$ cat src/rtl/axi4_pkg.sv
// AXI4 address-channel types and helpers shared by the burst address generators.
// The next-address function lives here so the read and write paths compute beats identically.
package axi4_pkg;

  localparam int AXI4_BOUNDARY_BYTES = 4096;
  localparam int AXI4_MAX_ADDR_WIDTH = 64;

  typedef logic [7:0]                     axi4_len;
  typedef logic [2:0]                     axi4_size;
  typedef logic [AXI4_MAX_ADDR_WIDTH-1:0] axi4_addr;

  typedef enum logic [1:0] {
    AXI4_BURST_FIXED = 2'b00,
    AXI4_BURST_INCR  = 2'b01,
    AXI4_BURST_WRAP  = 2'b10,
    AXI4_BURST_UNDEF = 2'b11
  } axi4_burst;

  typedef enum logic [1:0] {
    AXI4_RESP_OKAY   = 2'b00,
    AXI4_RESP_EXOKAY = 2'b01,
    AXI4_RESP_SLVERR = 2'b10,
    AXI4_RESP_DECERR = 2'b11
  } axi4_resp;

  typedef enum logic {
    AGEN_IDLE  = 1'b0,
    AGEN_BURST = 1'b1
  } axi4_agen_state;

  function automatic axi4_addr axi4_bytes(input axi4_size size);
    return axi4_addr'(1) << size;
  endfunction

  function automatic bit axi4_burst_legal(input axi4_burst burst, input axi4_len len,
                                          input axi4_size size, input axi4_addr addr,
                                          input int data_bytes);
    axi4_addr bytes;
    axi4_addr aligned;
    axi4_addr span;
    bit       legal;
    bytes   = axi4_bytes(size);
    aligned = addr & ~(bytes - axi4_addr'(1));
    // Offset inside the 4KB page plus total burst bytes; beyond the page end is illegal for INCR.
    span    = axi4_addr'(aligned[11:0]) + (axi4_addr'(len) + axi4_addr'(1)) * bytes;
    legal   = 1'b1;
    if (burst == AXI4_BURST_UNDEF) legal = 1'b0;
    if (bytes > axi4_addr'(data_bytes)) legal = 1'b0;
    if (burst == AXI4_BURST_FIXED && len > 8'd15) legal = 1'b0;
    if (burst == AXI4_BURST_WRAP && !(len inside {8'd1, 8'd3, 8'd7, 8'd15})) legal = 1'b0;
    if (burst == AXI4_BURST_WRAP && (addr & (bytes - axi4_addr'(1))) != '0) legal = 1'b0;
    if (burst == AXI4_BURST_INCR && span > axi4_addr'(AXI4_BOUNDARY_BYTES)) legal = 1'b0;
    return legal;
  endfunction

  function automatic axi4_addr axi4_next_address(input axi4_burst burst, input axi4_addr cur,
                                                 input axi4_addr lower, input axi4_addr wsize,
                                                 input axi4_size size);
    axi4_addr bytes;
    axi4_addr stepped;
    axi4_addr result;
    bytes   = axi4_bytes(size);
    stepped = (cur & ~(bytes - axi4_addr'(1))) + bytes;
    result  = cur;
    case (burst)
      AXI4_BURST_INCR: result = stepped;
      AXI4_BURST_WRAP: result = (stepped == lower + wsize) ? lower : stepped;
      default:         result = cur;
    endcase
    return result;
  endfunction

endpackage

$ cat src/rtl/axi4_burst_address_generator.sv
// Expands one AXI4 AR/AW request into a registered per-beat address stream.
// Illegal bursts still emit len+1 beats, flagged SLVERR throughout.
module axi4_burst_address_generator
  import axi4_pkg::*;
#(
  parameter int ADDR_WIDTH = 32,
  parameter int ID_WIDTH   = 4,
  parameter int DATA_BYTES = 4
) (
  input  logic                  clk,
  input  logic                  rst,
  input  logic                  in_valid,
  output logic                  in_ready,
  input  logic [ADDR_WIDTH-1:0] in_addr,
  input  logic [7:0]            in_len,
  input  logic [2:0]            in_size,
  input  axi4_burst             in_burst,
  input  logic [ID_WIDTH-1:0]   in_id,
  output logic                  out_valid,
  input  logic                  out_ready,
  output logic [ADDR_WIDTH-1:0] out_addr,
  output logic [ID_WIDTH-1:0]   out_id,
  output logic [7:0]            out_beat,
  output logic                  out_last,
  output axi4_resp              out_resp
);

  axi4_agen_state        r_state;
  axi4_agen_state        w_nextState;
  logic [ADDR_WIDTH-1:0] r_curAddr;
  logic [ADDR_WIDTH-1:0] r_wrapLower;
  logic [ADDR_WIDTH-1:0] r_wrapSize;
  axi4_len               r_len;
  axi4_size              r_size;
  axi4_burst             r_burst;
  logic [ID_WIDTH-1:0]   r_id;
  axi4_len               r_beat;
  axi4_resp              r_resp;
  logic                  r_outValid;
  logic                  r_last;

  logic                  w_fire;
  logic                  w_accept;
  logic                  w_legal;
  axi4_addr              w_inAddrExt;
  axi4_addr              w_wsizeExt;
  logic [ADDR_WIDTH-1:0] w_wsize;
  logic [ADDR_WIDTH-1:0] w_wrapLower;
  axi4_burst             w_loadBurst;
  logic [ADDR_WIDTH-1:0] w_nextAddr;

  // A new request can be taken in the same cycle the previous last beat leaves.
  always_comb begin
    w_fire      = r_outValid & out_ready;
    in_ready    = (r_state == AGEN_IDLE) | (w_fire & r_last);
    w_accept    = in_valid & in_ready;
    w_nextState = r_state;
    case (r_state)
      AGEN_IDLE:  if (w_accept) w_nextState = AGEN_BURST;
      AGEN_BURST: if (w_fire & r_last & ~w_accept) w_nextState = AGEN_IDLE;
      default:    w_nextState = AGEN_IDLE;
    endcase
  end

  always_ff @(posedge clk or posedge rst) begin
    if (rst) r_state <= AGEN_IDLE;
    else     r_state <= w_nextState;
  end

  // Error bursts walk as FIXED, except a page-crossing INCR, which keeps its INCR addresses.
  always_comb begin
    w_inAddrExt = axi4_addr'(in_addr);
    w_legal     = axi4_burst_legal(in_burst, in_len, in_size, w_inAddrExt, DATA_BYTES);
    w_wsizeExt  = (axi4_addr'(in_len) + axi4_addr'(1)) << in_size;
    w_wsize     = ADDR_WIDTH'(w_wsizeExt);
    w_wrapLower = in_addr & ~(w_wsize - ADDR_WIDTH'(1));
    w_loadBurst = AXI4_BURST_FIXED;
    if (w_legal)
      w_loadBurst = in_burst;
    else if (in_burst == AXI4_BURST_INCR && axi4_bytes(in_size) <= axi4_addr'(DATA_BYTES))
      w_loadBurst = AXI4_BURST_INCR;
    w_nextAddr = ADDR_WIDTH'(axi4_next_address(r_burst, axi4_addr'(r_curAddr),
                                               axi4_addr'(r_wrapLower),
                                               axi4_addr'(r_wrapSize), r_size));
  end

  always_ff @(posedge clk or posedge rst) begin
    if (rst) begin
      r_curAddr   <= '0;
      r_wrapLower <= '0;
      r_wrapSize  <= '0;
      r_len       <= '0;
      r_size      <= '0;
      r_burst     <= AXI4_BURST_FIXED;
      r_id        <= '0;
      r_beat      <= '0;
      r_resp      <= AXI4_RESP_OKAY;
      r_outValid  <= 1'b0;
      r_last      <= 1'b0;
    end else if (w_accept) begin
      r_curAddr   <= in_addr;
      r_wrapLower <= w_wrapLower;
      r_wrapSize  <= w_wsize;
      r_len       <= in_len;
      r_size      <= in_size;
      r_burst     <= w_loadBurst;
      r_id        <= in_id;
      r_beat      <= '0;
      r_resp      <= w_legal ? AXI4_RESP_OKAY : AXI4_RESP_SLVERR;
      r_outValid  <= 1'b1;
      r_last      <= (in_len == 8'd0);
    end else if (w_fire) begin
      if (r_last) begin
        r_outValid <= 1'b0;
      end else begin
        r_curAddr <= w_nextAddr;
        r_beat    <= r_beat + 8'd1;
        r_last    <= ((r_beat + 8'd1) == r_len);
      end
    end
  end

  assign out_valid = r_outValid;
  assign out_addr  = r_curAddr;
  assign out_id    = r_id;
  assign out_beat  = r_beat;
  assign out_last  = r_last;
  assign out_resp  = r_resp;

endmodule

$ cat config.mk
export PLATFORM = sky130hd
export DESIGN_NAME = axi4_burst_address_generator
export DESIGN_NICKNAME = d
export VERILOG_FILES = /design/src/rtl/axi4_pkg.sv /design/src/rtl/axi4_burst_address_generator.sv
export SDC_FILE = /design/constraint.sdc
export NUM_CORES = 1
export LEC_CHECK = 0
export BUFFER_PORTS_ARGS = -buffer_cell sky130_fd_sc_hd__buf_2
export CAP_MARGIN = 10
export CORE_ASPECT_RATIO = 0.8
export CORE_MARGIN = 3
export CORE_UTILIZATION = 45
export CTS_CLUSTER_SIZE = 40
export DETAILED_ROUTE_END_ITERATION = 12
export PLACE_DENSITY = 0.73
export SLEW_MARGIN = 20
export SYNTH_ARGS = -nofsm -noshare
export SYNTH_HDL_FRONTEND = slang
export SYNTH_SLANG_ARGS = --single-unit
export TNS_END_PERCENT = 30
$ cat constraint.sdc
create_clock -name clk -period 7.5 [get_ports clk]
set_input_delay 0.75 -clock clk [delete_from_list [all_inputs] [get_ports clk]]
set_output_delay 0.75 -clock clk [all_outputs]
set_load 0.02 [all_outputs]
==> flow_summary.ini, run 1 <==
[synth]
synthArstFlopShare_pct = 100
syn_inst = 1412
synth_fp_nets = 1598
synthTopCellsByCount = 231 x nand2_1, 109 x dfrtp_1, 106 x inv_1
synth-edff-count = 0
synth_top_area_share_pct = 23.5
yosysUniqueCellTypes = 85
ys_ff_latch = 109
synth_compound_area_share_pct = 15.4
synthXorXnorAreaFrac_pct = 9.80
yosys.area_share.adder_pct = 17.8
avgSynthCellArea_um2 = 8.22
yosysTopAreaCell = dfrtp_1
synth_top_family_by_area = simple AND/OR/NAND/NOR gates
ys_top_cells_by_area = dfrtp_1 24%, fa_1 9.1%, ha_1 8.6%, nand2_1 7.5%, xnor2_1 5.4%
post-synth-top-count-cell = nand2_1
ys.flop_type = dfrtp_1
yosys_warnings = 0
seq_area_frac_synth_pct = 23.5
netlist_area_um2 = 11600
synthSimpleGateAreaFrac_pct = 22.7
synthMuxAreaShare_pct = 4.78

[clocking]
clock_latency_ns = 0.38
cts.hold.buffers_added = 0
clkTransAtPathRegs_ns = 0.08
cts_setup_buffers = 0
cts_tree = built
clock_sink_count = 109
htree_num_levels = 3
post_cts_resized = 0
cts_buffers = 9
cts_buffer_depth = 2
cts-root-buf = clkbuf_16

[timing]
skew_ns = 0.0184
final.min_clock_period_ns = 6.61
rsz0062_at_grt = false
min_period_over_period_pct = 88.1
drv_slew = 0
worst_pin_slew_ns = 1.12
slew_headroom_pct = 24.4
fin_setup_tns_ns = 0
fmax_ghz = 0.151
finalSetupViolations = 0
finalHoldViolCount = 0

[global_route]
track_usage_pct = 24.3
grt_pass1_vias = 10000
grt_max_degree = 102
antenna_found_initial = 4
grt_overflow = 0
grt_pass1_wl_um = 53800

[critical_path]
end_kind = flip-flop
cp-start-kind = input port
crit_top_cell = fa_1
slowest_stage = o21ai_0
critPathBufInv = 3
cp.required_ns = 7.79
crit_fanout = 9
cp.arrival_ns = 6.90
cpPeakStageDelay_ns = 0.89
crit_family = adder cells
setup.worst_path.class = input port to flip-flop
crit_path_cell_trace = buf_2 -> and4_1 -> a21boi_1 -> o21ai_0 -> nor2_1 -> fa_1 -> fa_1 -> fa_1 -> fa_1 -> inv_1 -> fa_1 -> inv_1 -> ha_1 -> a21o_1 -> a31oi_1 -> o21ai_0 -> nand2_1 -> nor3_1 -> a211o_1 -> a31oi_1

[drt]
viasPerCell = 5.90
vias = 10600
drtIter0Drc = 1122
first_pass_iters = 5
drt-wirelength-per-cell_um = 18.7
ant_nets = 0
drc = 0
routed_wl_um = 33600

[pwr]
finalPower_mw = 3.98
p_per_area_nw_per_um2 = 314
power_leakage_nw = 6.15
ir_worst_vdd_mv = 0.166

[die]
row_count = 51
initial_utilization_pct = 46.7
core-area_um2 = 24800
die_x_um = 186
dieArea_um2 = 27800
io_pins = 102
die_h_um = 150

[layout]
fillers = 2314
syn_to_final_growth_pct = 9.18
nNetsFinal = 1658
drive_gt1_share_pct = 11.4

[place]
dpl.hpwl_um = 25500
gp_congestion = 0.944
io_buffers = 100

[worst_hold_path]
min_path_type = input port to asynchronous set/reset pin

[outcome]
status = completed

[job]
cap_violations = 0
layer usage:
metal  GRT usage, %  up-vias  routed length (um)
met5              0        -                  21
met1           37.4     5153               15900
met3           4.93       39                2590
met2           34.9      405               14500
met4           5.62        4                 550
li1               -     5003                   -
per-stage QoR:
stage	utilization (%)	setup WS, ns	cell area [um^2]	hold slack, ns	cells
floorplan	-	1.26	11600	0.450	1412
global placement	49.6	0.853	12300	0.452	1779
detailed placement	49.6	0.585	12300	0.460	1779
CTS	51.0	0.970	12700	0.371	1795
global route	51.0	0.557	12700	0.389	1797
finish	51.0	0.894	12700	0.372	1797
final timing paths:
| check | slack (ns) | start | cells after the start | end |
|---|---|---|---|---|
| hold reg to reg | 0.48 | out_id[2]$_DFFE_PP0P_ | 2 | out_id[2]$_DFFE_PP0P_ |
| max in group asynchronous | 6.04 | rst | 3 | out_addr[6]$_DFFE_PP0P_ |
| hold / removal | 0.37 | rst | 2 | out_addr[21]$_DFFE_PP0P_ |
| min in group clk | 0.48 | out_id[2]$_DFFE_PP0P_ | 2 | out_id[2]$_DFFE_PP0P_ |
| setup / recovery | 0.89 | in_len[0] | 20 | out_resp[1]$_DFFE_PP0P_ |
| setup reg to reg | 1.56 | r_size[2]$_DFFE_PP0P_ | 17 | out_addr[2]$_DFFE_PP0P_ |
where the power goes:
group	internal, mW	leakage [nW]	switching [mW]
Combinational	0.961	4.61	1.29
Sequential	0.832	1.38	0.351
Clock	0.275	0.162	0.269
cell usage in the layout, fill, tap and decap left out, types with 11 or more instances in the layout:
master and n:
nand3_1 52, a211oi_1 12, a21o_1 11, xor2_1 49
o31ai_1 11, ha_1 80, o22ai_1 13, buf_2 100
fa_1 53, and3_1 15, and2_1 12, o21ai_0 80
o211ai_1 20, mux2i_1 37, buf_4 13, nand2b_1 23
a21oi_1 47, dfrtp_1 109, nand4_1 23, xnor2_1 71
nor3_1 28, nor2_1 99, nand2_1 230, inv_1 105
kinds of logic (layout without fill, tap and decap cells):
| kind of cell | Yosys count | after routing |
|---|---|---|
| other | 1 | 3 |
| multiplexers | 50 | 50 |
| flip-flops | 109 | 109 |
| adder cells (fa/ha/maj) | 133 | 133 |
| XOR/XNOR | 124 | 124 |
| buffers and inverters | 174 | 239 |
| AND/OR/NAND/NOR | 551 | 551 |
| AO/OA/AOI/OAI | 270 | 270 |
state kept, by name, summed over array words and instances (netlist names):
signal,flops
out_last,1
r_wrapLower,32
out_addr,32
out_resp,1
out_valid,1
r_state,1
r_len,8
out_id,4
r_burst,2
r_size,3
out_beat,8
r_wrapSize,16
layout make-up:
cell class	count	area, um^2	area share, %
tap	318	398	3.14
clock buffer	9	225	1.78
timing repair buffer	114	609	4.81
clock inverter	7	110	0.869
antenna	2	5.00	0.0395
multi-input combinational	1129	8180	64.6
inverter	109	412	3.25
sequential	109	2730	21.5
(Power assumes the default switching activity.)
==> run 2: changes to the inputs <==
clock period = 8.11 ns   (was 7.5 ns; I/O delays follow)
==> run 2 against run 1 <==
  * Highest routed layer unchanged
  * Sequential power fell by 7%
  * Clock power is 8.6% lower
  * Non-clock buffer count down 2
  * Register-to-register slack worse by 0.09 ns
  * Total power fell by 7.6%
  * Largest power group unchanged
  * Die area stayed put
  * First-iteration DRC count fell by 0.89%
  * Clock skew shrank 0.0063 ns
  * Worst setup slack improved by 0.58 ns
  * Clock-buffer cell count unchanged
==> flow_summary.ini, run 2 (synthesized netlist as in run 1, its figures left out) <==
[outcome]
status = completed

[layout]
fin_cells = 1794
drive_gt1_share_pct = 11.3
final_common_cell = nand2_1
final_core_util_pct = 50.9
nNetsFinal = 1656
mostFrequentLayoutCells = 230 x nand2_1, 109 x dfrtp_1, 105 x inv_1, 100 x buf_2, 99 x nor2_1
syn_to_final_growth_pct = 8.99

[clocking]
cts_buffer_depth = 2
cts.hold.buffers_added = 0
clock_sink_count = 109
cts_buffers = 9
clock_latency_ns = 0.37
htree_num_levels = 3
cts-root-buf = clkbuf_16
cts_setup_buffers = 0
cts_tree = built
clkTransAtPathRegs_ns = 0.09
post_cts_resized = 0

[timing]
fin_setup_tns_ns = 0
setup_slack_ns = 1.47
rsz0062_at_grt = false
final.min_clock_period_ns = 6.64
drv_slew = 0
slew_headroom_pct = 26.5
worst_pin_slew_ns = 1.10
finalHoldViolCount = 0
min_period_over_period_pct = 81.9
finalSetupViolations = 0
fmax_ghz = 0.151
skew_ns = 0.0121

[critical_path]
cp-startpoint = r_size[2]$_DFFE_PP0P_
reg2reg_setup_slack_ns = 1.47
setup.worst_path.class = flip-flop to flip-flop
cp.required_ns = 8.37
cp.arrival_ns = 6.90
cp-start-kind = flip-flop
crit_fanout = 22
end_kind = flip-flop
r2r-start = r_size[2]$_DFFE_PP0P_

[pwr]
p_per_area_nw_per_um2 = 291
finalPower_mw = 3.67
power_leakage_nw = 6.14
ir_worst_vdd_mv = 0.199

[drt]
ant_nets = 0
routed_wl_um = 33500
drtIter0Drc = 1112
viasPerCell = 5.91
first_pass_iters = 5
vias = 10600
drt-wirelength-per-cell_um = 18.7
drc = 0

[die]
io_pins = 102
die_x_um = 186
dieArea_um2 = 27800
core-area_um2 = 24800
row_count = 51
initial_utilization_pct = 46.7
die_h_um = 150

[global_route]
grt_use_met2_pct = 34.6
grt_pass1_vias = 9831
grt_use_met1_pct = 37.7
grt_max_degree = 102
track_usage_pct = 24.2
grt_overflow = 0
antenna_found_initial = 3
grt.busiest_layer = met1
grt_pass1_wl_um = 53400
grt_util_met3_pct = 4.33

[place]
preCtsSetupSlack_ns = 1.15
io_buffers = 100
dp.cells = 1777
gp_congestion = 0.949
dpl.hpwl_um = 25700

[worst_hold_path]
hp-start = out_id[2]$_DFFE_PP0P_
min_path_type = flip-flop to flip-flop

[job]
cap_violations = 0
run 2: routing by layer:
| metal | part of all wire [%] | vias to the layer above |
|---|---|---|
| li1 | - | 5002 |
| met1 | 48 | 5111 |
| met2 | 43 | 442 |
| met3 | 7.5 | 42 |
| met4 | 1.9 | 2 |
| met5 | 0.021 | - |
run 2: metrics by stage:
| stage | instance area, um^2 | hold slack (ns) |
|---|---|---|
| finish | 12600 | 0.483 |
| global route | 12600 | 0.509 |
| CTS | 12600 | 0.485 |
| detailed placement | 12300 | 0.461 |
| global placement | 12300 | 0.452 |
| floorplan | 11600 | 0.450 |
run 2: layout make-up:
cell class	instances	area, um^2
diodes	1	2.50
fillers	2365	12200
flip-flops and latches	109	2730
well taps	318	398
repair buffers	112	591
multi-input cells	1129	8180
clock inverters	7	110
inverters	109	412
clock buffers	9	225
run 2: final timing paths:
| check | cells past startpoint | to |
|---|---|---|
| max | 17 | out_addr[12]$_DFFE_PP0P_ |
| min | 2 | out_id[2]$_DFFE_PP0P_ |
| max reg2reg | 17 | out_addr[12]$_DFFE_PP0P_ |
| min reg2reg | 2 | out_id[2]$_DFFE_PP0P_ |
| max in group asynchronous | 3 | r_wrapSize[4]$_DFFE_PP0P_ |
| min in group asynchronous | 2 | r_wrapLower[20]$_DFFE_PP0P_ |
run 2: report_power, final:
group / leakage, nW / total, mW / internal, mW / switching (mW)
Combinational: 4.60 / 2.08 / 0.887 / 1.19
Clock: 0.162 / 0.497 / 0.254 / 0.242
Sequential: 1.38 / 1.10 / 0.769 / 0.328
Total: 6.14 / 3.67 / 1.91 / 1.76
run 2: worst max-delay path, stage by stage, from the launching register on:
cell      delay [ns]
dfrtp_1         0.82
clkinv_1        0.47
nor2_1          0.40
inv_1           0.12
ha_1            0.32
and4b_1         0.30
nand3_1         0.23
nor4_1          0.59
nand4_1         0.16
a21oi_1         0.19
mux2i_1         0.33
xnor2_1         0.12
or3_1           0.35
a221oi_1        0.48
nand4b_2        0.61
buf_4           0.51
mux2i_1         0.17
a221o_1         0.33
==> run 3: changes to the inputs <==
PLACE_DENSITY = 0.75   (was 0.73)
clock period = 5.8 ns   (was 8.11 ns; I/O delays follow)
==> run 3 against run 2 <==
  * Clock power grew 33%
  * Critical path depth grew 7
  * Global-route usage grew 0.72 points
  * Design area grew 5.1%
==> flow_summary.ini, run 3 (synthesized netlist as in run 1, its figures left out) <==
[clocking]
htree_num_levels = 3
cts_buffer_depth = 2
cts_buffers = 9
cts-root-buf = clkbuf_16
clock_latency_ns = 0.37
cts_tree = built
clock_sink_count = 109
clkTransAtPathRegs_ns = 0.09
cts.hold.buffers_added = 0

[global_route]
antenna_found_initial = 2
grt_overflow = 0
grt_pass1_vias = 10200
grt_max_degree = 76
grt_pass1_wl_um = 55000
track_usage_pct = 24.9

[pwr]
switching_share_pct = 48.3
p_comb_share_pct = 58.3
finalPower_mw = 5.23
internal_power_mw = 2.70
power.net_switching_mw = 2.52
power_leakage_nw = 6.52
ir_worst_vdd_mv = 0.261
pwr-share-seq_pct = 29.1
clkPwrFrac_pct = 12.7
p_per_area_nw_per_um2 = 393

[timing]
fmax_ghz = 0.179
finalHoldViolCount = 0
final.min_clock_period_ns = 5.58
worst_pin_slew_ns = 1.15
drv_slew = 0
min_period_over_period_pct = 96.2
slew_headroom_pct = 22.9
fin_setup_tns_ns = 0
skew_ns = 0.00771
setup_slack_ns = 0.220
finalSetupViolations = 0

[drt]
viasPerCell = 5.79
vias = 10800
ant_nets = 0
first_pass_iters = 5
drt-wirelength-per-cell_um = 18.4
routed_wl_um = 34300
drc = 0
drtIter0Drc = 1044

[layout]
final_common_cell = nand2_1
drive_gt1_share_pct = 16.8
n_antenna_cell = 0
nNetsFinal = 1731
syn_to_final_growth_pct = 14.5
fillers = 2289
mostFrequentLayoutCells = 229 x nand2_1, 109 x dfrtp_1, 105 x inv_1, 100 x buf_2, 97 x nor2_1
final_core_util_pct = 53.5

[die]
io_pins = 102
core-area_um2 = 24800
dieArea_um2 = 27800
row_count = 51
die_h_um = 150
initial_utilization_pct = 46.7
die_x_um = 186

[critical_path]
crit_family = adder cells
slowest_stage = fa_1
reg2reg_setup_slack_ns = 0.44
crit_top_cell = fa_1
setup.worst_path.class = input port to flip-flop
cpPeakStageDelay_ns = 0.55
crit_fanout = 4
cp-start-kind = input port
cp.required_ns = 6.09
critPathBufInv = 6
cp.arrival_ns = 5.87
worst-path-stages = 24
end_kind = flip-flop
crit_path_cell_trace = buf_2 -> ha_2 -> nand3_1 -> buf_4 -> xnor2_2 -> nand2_1 -> nor2_1 -> fa_1 -> fa_1 -> inv_1 -> fa_1 -> inv_1 -> fa_1 -> inv_1 -> fa_1 -> inv_1 -> ha_1 -> a21o_1 -> a31oi_4 -> o21ai_2 -> nand2_1 -> nor3_1 -> a211o_1 -> a31oi_1
ff2ff_path_depth = 17

[place]
preCtsSetupSlack_ns = -0.393
gp_congestion = 0.952
io_buffers = 100
dpl.hpwl_um = 26700

[outcome]
status = completed

[job]
cap_violations = 0

[worst_hold_path]
min_path_type = input port to asynchronous set/reset pin
-- run 3: stage by stage --
stage / hold slack, ns / cell area [um^2] / cells
3_5_place_dp: 0.457 / 12900 / 1851
5_1_grt: 0.401 / 13300 / 1868
6_report: 0.351 / 13300 / 1868
2_1_floorplan: 0.450 / 11600 / 1412
3_3_place_gp: 0.454 / 12900 / 1851
4_1_cts: 0.372 / 13200 / 1867
-- run 3: what timing repair did --
| item | in CTS | in global routing |
|---|---|---|
| endpoints found under the setup margin | 1 | 1 |
| pin swaps | 0 | 3 |
| gates cloned | 0 | 0 |
| resized for setup | 3 | 18 |
| buffers inserted | 0 | 1 |
-- run 3: cell type report --
class / instances / area, um^2 / area share (%)
flip-flops and latches: 109 / 2730 / 20.5
multi-input cells: 1129 / 8270 / 62.3
repair buffers: 187 / 1170 / 8.78
clock buffers: 9 / 225 / 1.69
well taps: 318 / 398 / 2.99
clock inverters: 7 / 85.1 / 0.640
inverters: 109 / 413 / 3.11
-- run 3: worst paths after layout --
check / to / from
max: out_resp[1]$_DFFE_PP0P_ / in_len[0]
min: r_wrapLower[19]$_DFFE_PP0P_ / rst
max reg2reg: out_addr[17]$_DFFE_PP0P_ / r_size[2]$_DFFE_PP0P_
min reg2reg: out_id[1]$_DFFE_PP0P_ / out_id[1]$_DFFE_PP0P_
max in group asynchronous: out_addr[3]$_DFFE_PP0P_ / rst
min in group clk: out_id[1]$_DFFE_PP0P_ / in_id[1]
-- run 3: per-layer routing --
metal  GRT usage, %  up-vias  part of all wire [%]
li1               -     5154                     -
met1           37.2     5202                    47
met2           36.6      406                    43
met3           5.76       49                   8.4
met4           5.51        4                   2.0
met5              0        -                 0.079
-- run 3: power by group through the flow --
stage          clock network, mW  registers [mW]  logic (mW)
4_1_cts                    0.676            1.50        2.99
5_1_grt                    0.700            1.56        3.36
6_report                   0.662            1.52        3.05
2_1_floorplan                  0            1.51        2.16
3_5_place_dp                   0            1.52        2.97
3_3_place_gp                   0            1.51        2.87
